$ cat config.mk
export PLATFORM = sky130hd
export DESIGN_NAME = vram_arbiter
export DESIGN_NICKNAME = d
export VERILOG_FILES = /design/src/rtl/vram_arbiter.sv
export SDC_FILE = /design/constraint.sdc
export NUM_CORES = 1
export LEC_CHECK = 0
export BUFFER_PORTS_ARGS = -buffer_cell sky130_fd_sc_hd__buf_2
export CORE_MARGIN = 2
export CORE_UTILIZATION = 45
export CTS_CLUSTER_DIAMETER = 30
export DETAILED_ROUTE_END_ITERATION = 16
export HOLD_SLACK_MARGIN = 0.1
export PLACE_DENSITY = 0.74
export SLEW_MARGIN = 20
export SYNTH_ARGS = -nofsm -noshare
export SYNTH_HDL_FRONTEND = slang
export SYNTH_SLANG_ARGS = --single-unit
export TNS_END_PERCENT = 20
$ cat constraint.sdc
create_clock -name pixClock -period 5.5 [get_ports pixClock]
set_input_delay 1.375 -clock pixClock [delete_from_list [all_inputs] [get_ports pixClock]]
set_output_delay 1.375 -clock pixClock [all_outputs]
set_load 0.01 [all_outputs]
$ cat src/rtl/vram_arbiter.sv
// vram_arbiter: shares the single 8-bit VRAM between the video byte fetch and
// buffered CPU framebuffer writes snooped from the SE bus.
//   pixClock, reset       : pixel clock (rising edge), synchronous active-high reset
//   seq                   : pixel position in the 8-pixel byte slot (hCount[2:0])
//   vidFetch, vidAddr     : video fetch request/address, sampled only at seq==6
//   cpuWrReq/Addr/Data    : one-cycle push of a CPU write into the write FIFO
//   vramAddr/vramDataOut  : registered VRAM address / write data
//   vramDataOE            : registered data-bus drive enable
//   nvramOE, nvramWE      : registered active-low VRAM strobes
//   vidDataValid          : registered; shifter loads VRAM data this cycle
//   fifoFull              : combinational, FIFO holds DEPTH entries
//   fifoOverflow          : sticky, a push was dropped since reset
module vram_arbiter #(
  parameter int unsigned DEPTH = 4
) (
  input  logic        pixClock,
  input  logic        reset,
  input  logic [2:0]  seq,
  input  logic        vidFetch,
  input  logic [14:0] vidAddr,
  input  logic        cpuWrReq,
  input  logic [14:0] cpuWrAddr,
  input  logic [7:0]  cpuWrData,
  output logic [14:0] vramAddr,
  output logic [7:0]  vramDataOut,
  output logic        vramDataOE,
  output logic        nvramOE,
  output logic        nvramWE,
  output logic        vidDataValid,
  output logic        fifoFull,
  output logic        fifoOverflow
);

  localparam int unsigned ADDR_W = 15;
  localparam int unsigned DATA_W = 8;
  localparam int unsigned PTR_W  = $clog2(DEPTH);
  localparam int unsigned CNT_W  = PTR_W + 1;

  typedef struct packed {
    logic [ADDR_W-1:0] addr;
    logic [DATA_W-1:0] data;
  } wr_entry_t;

  typedef enum logic [1:0] {
    ST_IDLE = 2'd0,
    ST_VID  = 2'd1,
    ST_WR1  = 2'd2,
    ST_WR2  = 2'd3
  } state_e;

  state_e            state_q, state_d;

  wr_entry_t         mem_q [DEPTH];
  logic [PTR_W-1:0]  wr_ptr_q, wr_ptr_d;
  logic [PTR_W-1:0]  rd_ptr_q, rd_ptr_d;
  logic [CNT_W-1:0]  count_q, count_d;
  logic              overflow_q, overflow_d;

  logic [ADDR_W-1:0] vram_addr_q, vram_addr_d;
  logic [DATA_W-1:0] vram_data_q, vram_data_d;
  logic              data_oe_q, data_oe_d;
  logic              oe_n_q, oe_n_d;
  logic              we_n_q, we_n_d;
  logic              vid_valid_q, vid_valid_d;

  logic              fifo_empty;
  logic              push;
  logic              pop;
  logic              wr_window;
  wr_entry_t         head;

  assign fifo_empty = (count_q == '0);
  assign fifoFull   = (count_q == CNT_W'(DEPTH));
  // Fullness is judged before any same-cycle pop, so a full FIFO rejects pushes.
  assign push       = cpuWrReq && !fifoFull;
  assign pop        = (state_d == ST_WR1);
  assign head       = mem_q[rd_ptr_q];
  // A write started at seq 5 or 6 would still be running when video owns seq 7.
  assign wr_window  = (seq == 3'd7) || (seq <= 3'd4);

  // State register
  always_ff @(posedge pixClock) begin
    if (reset) begin
      state_q <= ST_IDLE;
    end else begin
      state_q <= state_d;
    end
  end

  // Next-state decision; video fetch always wins, WR1 is always followed by WR2
  always_comb begin
    state_d = state_q;
    case (state_q)
      ST_WR1: state_d = ST_WR2;
      default: begin
        if (seq == 3'd6 && vidFetch) begin
          state_d = ST_VID;
        end else if (!fifo_empty && wr_window) begin
          state_d = ST_WR1;
        end else begin
          state_d = ST_IDLE;
        end
      end
    endcase
  end

  // Output values for the cycle spent in state_d; address/data hold unless reloaded
  always_comb begin
    vram_addr_d = vram_addr_q;
    vram_data_d = vram_data_q;
    data_oe_d   = 1'b0;
    oe_n_d      = 1'b1;
    we_n_d      = 1'b1;
    vid_valid_d = 1'b0;
    case (state_d)
      ST_VID: begin
        vram_addr_d = vidAddr;
        oe_n_d      = 1'b0;
        vid_valid_d = 1'b1;
      end
      ST_WR1: begin
        vram_addr_d = head.addr;
        vram_data_d = head.data;
        data_oe_d   = 1'b1;
        we_n_d      = 1'b0;
      end
      ST_WR2: begin
        // WE released while data stays driven: hold time for the SRAM
        data_oe_d   = 1'b1;
      end
      default: begin
      end
    endcase
  end

  // Registered VRAM-side outputs
  always_ff @(posedge pixClock) begin
    if (reset) begin
      vram_addr_q <= '0;
      vram_data_q <= '0;
      data_oe_q   <= 1'b0;
      oe_n_q      <= 1'b1;
      we_n_q      <= 1'b1;
      vid_valid_q <= 1'b0;
    end else begin
      vram_addr_q <= vram_addr_d;
      vram_data_q <= vram_data_d;
      data_oe_q   <= data_oe_d;
      oe_n_q      <= oe_n_d;
      we_n_q      <= we_n_d;
      vid_valid_q <= vid_valid_d;
    end
  end

  // FIFO pointer, count and overflow next-state
  always_comb begin
    wr_ptr_d   = wr_ptr_q;
    rd_ptr_d   = rd_ptr_q;
    count_d    = count_q;
    overflow_d = overflow_q;
    if (push) begin
      wr_ptr_d = wr_ptr_q + PTR_W'(1);
    end
    if (pop) begin
      rd_ptr_d = rd_ptr_q + PTR_W'(1);
    end
    case ({push, pop})
      2'b10:   count_d = count_q + CNT_W'(1);
      2'b01:   count_d = count_q - CNT_W'(1);
      default: count_d = count_q;
    endcase
    if (cpuWrReq && fifoFull) begin
      overflow_d = 1'b1;
    end
  end

  // FIFO control registers
  always_ff @(posedge pixClock) begin
    if (reset) begin
      wr_ptr_q   <= '0;
      rd_ptr_q   <= '0;
      count_q    <= '0;
      overflow_q <= 1'b0;
    end else begin
      wr_ptr_q   <= wr_ptr_d;
      rd_ptr_q   <= rd_ptr_d;
      count_q    <= count_d;
      overflow_q <= overflow_d;
    end
  end

  // FIFO storage; contents are don't-care until written
  always_ff @(posedge pixClock) begin
    if (push) begin
      mem_q[wr_ptr_q] <= '{addr: cpuWrAddr, data: cpuWrData};
    end
  end

  assign vramAddr     = vram_addr_q;
  assign vramDataOut  = vram_data_q;
  assign vramDataOE   = data_oe_q;
  assign nvramOE      = oe_n_q;
  assign nvramWE      = we_n_q;
  assign vidDataValid = vid_valid_q;
  assign fifoOverflow = overflow_q;

endmodule

-- Word level (Yosys, flattened, before mapping)
Memory sizes are Yosys's and may differ from the RTL's. A register that Yosys moved wholly into a read port is not among the register bits.
Index checks and enable logic that the tools add are counted.
- bits in registers: 37
- memories kept: 1
- bits of input ports: 45
- RAM bits: 92
- word-level logic and storage cells: 50
- memories (name ; words ; width ; read ports ; clocked after Yosys merged registers in ; write ports ; RTL line ; text):
    mem_q ; 4 ; 23 ; 1 ; 1 ; 1 ; 53 ; wr_entry_t mem_q [DEPTH];
- muxes and demuxes: 13
- reduce and logical (&&, ||, !) cells: 11
- eq/ne operators: 9
- order comparisons: 1
- $add $sub $neg: 4
- operators with widths (cell ; number):
    15-bit case mux with 2 select lines ; 1
    2-bit 2-to-1 mux ; 5
    3-bit == test, second input constant ; 3
    2-bit == test, second input constant ; 4
    1-bit 2-to-1 mux ; 6
    3-bit case mux with 2 select lines ; 1
    2-bit by 1-bit adder with 2-bit output, second input constant ; 2
    2-bit by 1-bit == test with 1-bit output, second input constant ; 2
    1-bit logical AND ; 4
    2-bit nonzero test ; 2
    3-bit by 1-bit adder with 3-bit output, second input constant ; 1
    3-bit <= comparator, second input constant ; 1
    3-bit logical NOT ; 1
    3-bit by 1-bit subtractor with 3-bit output, second input constant ; 1
    1-bit logical NOT ; 2
    2-bit OR reduction ; 1
    1-bit logical OR ; 1

-- Longest topological paths before layout
- depth in word-level cells: 9
- gate-level depth with buffers: 10
- gate-level depth less buffers: 9

-- Worst setup path after synthesis
OpenSTA, ideal clock, no wires.
- kind: input to register
- from: input port seq[1]
- to: register count_q[2]
- data required time: 5.430 ns
- path slack: 2.156 ns
- data arrival time: 3.274 ns
- cell stages on the path: 10
- cell sequence: xnor2_2 > o2111ai_4 > inv_2 > buf_2 > ha_1 > inv_1 > fa_1 > xor2_1 > or3_1 > a21oi_1
- word-level cells in the longest chain between the ends: 9
- elaborated cells between the ends (all ways): 14
- ends and longest elaborated chain (item ; RTL line ; text):
    start: declaration ; 18 ; input logic [2:0] seq,
    3-bit <= comparator or 3-bit == test (tied branches) ; 79 ; assign wr_window = (seq == 3'd7) || (seq <= 3'd4);
    1-bit logical OR ; 79 ;
    1-bit logical AND ; 98 ; end else if (!fifo_empty && wr_window) begin
    2-bit 2-to-1 mux ; 98 ;
    2-bit 2-to-1 mux * ; 96 ; if (seq == 3'd6 && vidFetch) begin
    2-bit 2-to-1 mux * ; 93 ; case (state_q)
    2-bit == test * ; 76 ; assign pop = (state_d == ST_WR1);
    2-bit by 1-bit == test with 1-bit output or 2-bit == test (tied branches) ; 167 ; case ({push, pop})
    3-bit case mux with 2 select lines or 2-bit nonzero test (tied branches) ; n/a ;
    end signal: assignment ; 187 ; count_q <= count_d;
    end: declaration ; 56 ; logic [CNT_W-1:0] count_q, count_d;
Every way passes the cells marked *; elsewhere a longest branch is shown, timed or not.
A chain may end at the register's enable or synchronous reset.

-- Worst setup path in the final report
Same ends and word-level chain as after synthesis.

==> impl_summary.log <==
[metrics] status: complete, no violations
[metrics] number of port buffers: 73
[metrics] synth cell count leaders: 92 x sky130_fd_sc_hd__edfxtp_1, 46 x sky130_fd_sc_hd__nand2_1, 39 x sky130_fd_sc_hd__dfxtp_1
[metrics] die area: about 12000 um^2
[metrics] headroom to the max-slew limit: 28.3%
[metrics] vias in the first global route: ~2900
[metrics] total clock sinks: ~130
[metrics] max_cap viols: 0
[metrics] Critical Path, Cell by Cell: buf_2 -> xnor2_2 -> o2111ai_4 -> inv_2 -> ha_1 -> inv_1 -> fa_1 -> xor2_1 -> or3_1 -> a21oi_1
[metrics] post-route clock skew: roughly 0.0057 ns
[metrics] Routed wire per std cell: 17.3 um
[metrics] Die H: between 100 and 150 um
[metrics] critical path fanouts, max: 26
[metrics] Critical Path Slowest Stage Cell: sky130_fd_sc_hd__o2111ai_4
[metrics] filler-free cell count of the finished design: 548
[metrics] violation count after the first detailed-route iteration: 105
[metrics] number of cell instances on the worst register-to-register path: 9
[metrics] clock input transition at the sequential cells of the worst setup and hold paths: 0.06 ns
[metrics] Synth async-reset ratio: 0%
[metrics] top area cells in the synthesized netlist: sky130_fd_sc_hd__edfxtp_1 55%, sky130_fd_sc_hd__dfxtp_1 16%, sky130_fd_sc_hd__mux4_2 10%
[metrics] category of the worst setup path launch point: primary input
[metrics] number of vias per cell after detailed routing: 5.27
[metrics] H-tree lvl count: 4
[metrics] die extent in x: approximately 110 um
[metrics] initial antenna violation count: 0
[metrics] post-layout min period: 3.12 ns
[metrics] dominant cell type by area after synthesis: sky130_fd_sc_hd__edfxtp_1
[metrics] Yosys top cell area share: 55.2%
[metrics] number of instances on the worst hold path: 2
[metrics] Longest Clk Path Bufs: 2
[metrics] first-pass iteration count of the detailed router: 4
[metrics] remaining global-route overflow: 0
[metrics] TritonCTS clock tree: yes
[metrics] Filler Cell Count: 860
[metrics] core area: between 10000 and 15000 um^2
[metrics] sum of routed wire length over all layers: between 9000 and 10000 um
[metrics] Hold Crit Endpoint: fifoOverflow$_SDFFE_PP0P_
[metrics] Post-Syn Nets: 365
[metrics] post-route ant nets: 0
[metrics] dominant register cell in the synthesized netlist: sky130_fd_sc_hd__edfxtp_1
[metrics] number of unique standard cell types used by synthesis: 33
[metrics] critical path class: in2reg
[metrics] top achievable clock speed: around 320 MHz
[metrics] number of setup buffers added after CTS: 0
[metrics] flops & latches, synth: between 100 and 150
[metrics] Max IR drop VDD: between 0.0002 and 0.0003 V
[metrics] R2R Setup Slk: just over 3 ns
[metrics] cells resized by post-CTS repair: 0
[metrics] area grow syn2layout: 21.5%
[metrics] placed cells: 516
[metrics] share of final-layout standard cells stronger than drive strength 1: about 36%
[metrics] PwrDens: 539 nW/um^2
[metrics] number of top-level pins: 74
[metrics] number of slew-limit violations in the final report: 0
[metrics] Sum Neg Setup Slack: 0 ns
[metrics] worst reg2reg endpoint: count_q[2]$_SDFFE_PP0P_
[metrics] Setup-failing EPs final: 0
[metrics] first-pass GRT wire length: 14900 um
[metrics] global placement routability congestion: slightly below 0.7
[metrics] clk root buf: sky130_fd_sc_hd__clkbuf_8
[metrics] net total in the final layout: 446
[metrics] Leak Pwr: about 0.0022 uW
[metrics] worst endpoint required time: about 5.9 ns
[metrics] stage delay of the slowest cell on the critical path: 0.40 ns
[metrics] DRC violations left: 0
[metrics] mean post-synth cell area: about 16 um^2
[metrics] largest net degree at the start of global routing: 38
[metrics] Slew @ Worst Pin: 1.08 ns
[metrics] Gate Count Post-Synth: ~310
[metrics] post-DP HPWL: approximately 6100 um
[metrics] netlist area before placement: around 5000 um^2
[metrics] num rows: 38
[metrics] category of cells accounting for the largest share of critical-path delay: adder cells
[metrics] global-route usage over all layers: between 10% and 20%
[metrics] post-cts hold buffer count: 0
[metrics] class of the worst hold path: reg2reg
[metrics] starting density of the core: roughly 46%
[metrics] worst flop-to-flop path startpoint: count_q[0]$_SDFFE_PP0P_
[metrics] number of synthesized flops with an enable pin: 92
[metrics] # diodes: 0
[metrics] yosys synthesis warning count: 0
[metrics] Hold Startpoint: fifoOverflow$_SDFFE_PP0P_
[metrics] RSZ-0062 raised after global routing: false
[metrics] nature of the critical path endpoint: register
[metrics] CP bufs+invs: 3
[metrics] arrival time reported for the critical path endpoint: between 3 and 4 ns
[metrics] Worst-Skew Late Latency: 0.51 ns
[metrics] number of hold violations in the final report: 0
[metrics] total vias in the final route: slightly below 3000
[metrics] most instantiated library cell after synthesis: sky130_fd_sc_hd__edfxtp_1
[metrics] share of the clock period used by the worst path after layout: 56.7%
[metrics] clock buffer count from CTS: 17
[metrics] share of the yosys chip area belonging to registers: a little under three quarters
[power breakdown]
group          switching (uW)  internal [uW]  total [uW]
Clock                     416            647        1060
Sequential                135           1250        1390
Combinational             452            370         823
Total                    1000           2270        3270
[flip-flops by register name, summed over array words and instances, names as in the netlist, named ones only]
| register | count |
|---|---|
| vramDataOE | 1 |
| vidDataValid | 1 |
| fifoOverflow | 1 |
| nvramOE | 1 |
| vramAddr | 15 |
| nvramWE | 1 |
| vramDataOut | 8 |
| rd_ptr_q | 2 |
| wr_ptr_q | 2 |
| state_q | 2 |
| mem_q | 92 |
| count_q | 3 |
[metal layers]
layer	part of all wire, %	GRT usage (%)	up-vias	wire, um
li1	-	-	1361	-
met1	42	20.8	1411	3980
met2	50	28.5	101	4740
met3	6.5	5.33	16	618
met4	1.6	7.14	0	154
met5	0	0	-	0
[kinds of logic (layout without fill, tap and decap cells)]
| family | count (synthesis) | after routing | share of synthesized area [%] |
|---|---|---|---|
| xor gates and xnor gates | 5 | 5 | 1.03 |
| DFF | 131 | 131 | 70.8 |
| adders and majority gates | 6 | 6 | 1.65 |
| buffers and inverters | 26 | 120 | 2.48 |
| and+or+nand+nor | 70 | 70 | 6.25 |
| AOI/OAI and AO/OA | 52 | 52 | 7.20 |
| muxes | 24 | 24 | 10.6 |
[how the worst max path moves through the flow]
stage,startpoint,end,cells past startpoint
finish,seq[1],count_q[2]$_SDFFE_PP0P_,10
global route,seq[1],count_q[2]$_SDFFE_PP0P_,10
CTS,seq[1],count_q[2]$_SDFFE_PP0P_,10
detailed placement,seq[1],count_q[2]$_SDFFE_PP0P_,10
global placement,seq[1],count_q[2]$_SDFFE_PP0P_,10
floorplan,seq[1],count_q[2]$_SDFFE_PP0P_,10
[worst reg2reg max path: cells and delay by family, from the launching register on]
family	cells	cell delay [ns]
AOI/OAI and AO/OA	2	0.53
adders and majority gates	2	0.56
xor gates and xnor gates	1	0.15
and+or+nand+nor	2	0.49
buffers and inverters	2	0.23
DFF	1	0.41
[final cells by class]
cell class	count	area (um^2)	area share, %
Inverter	10	37.5	0.618
Timing Repair Buffer	78	403	6.63
Tap cell	140	175	2.88
Clock inverter	15	160	2.64
Sequential cell	131	3550	58.4
Clock buffer	17	414	6.82
Multi-Input combinational cell	157	1340	22.1
[metrics by stage]
step                hold slack (ns)  util, %  cell area, um^2  worst slack, ns  power, uW
global placement              0.460     50.7             5500             1.94       2210
finish                        0.469     56.0             6080             2.38       3270
detailed placement            0.459     50.7             5500             1.87       2240
floorplan                     0.459        -             5000             2.16       2000
global route                  0.486     56.0             6080             2.28       3450
CTS                           0.475     56.0             6070             2.40       3310
[cells in the final DEF (no fill, tap or decap), drive strengths merged, types with 7 or more instances in the layout]
master  count
edfxtp     92
nor2        9
clkbuf     17
buf        78
a311oi     15
mux4       23
nand2      46
clkinv      7
dfxtp      39
inv        12
a21oi      32
(Power assumes the default switching activity.)
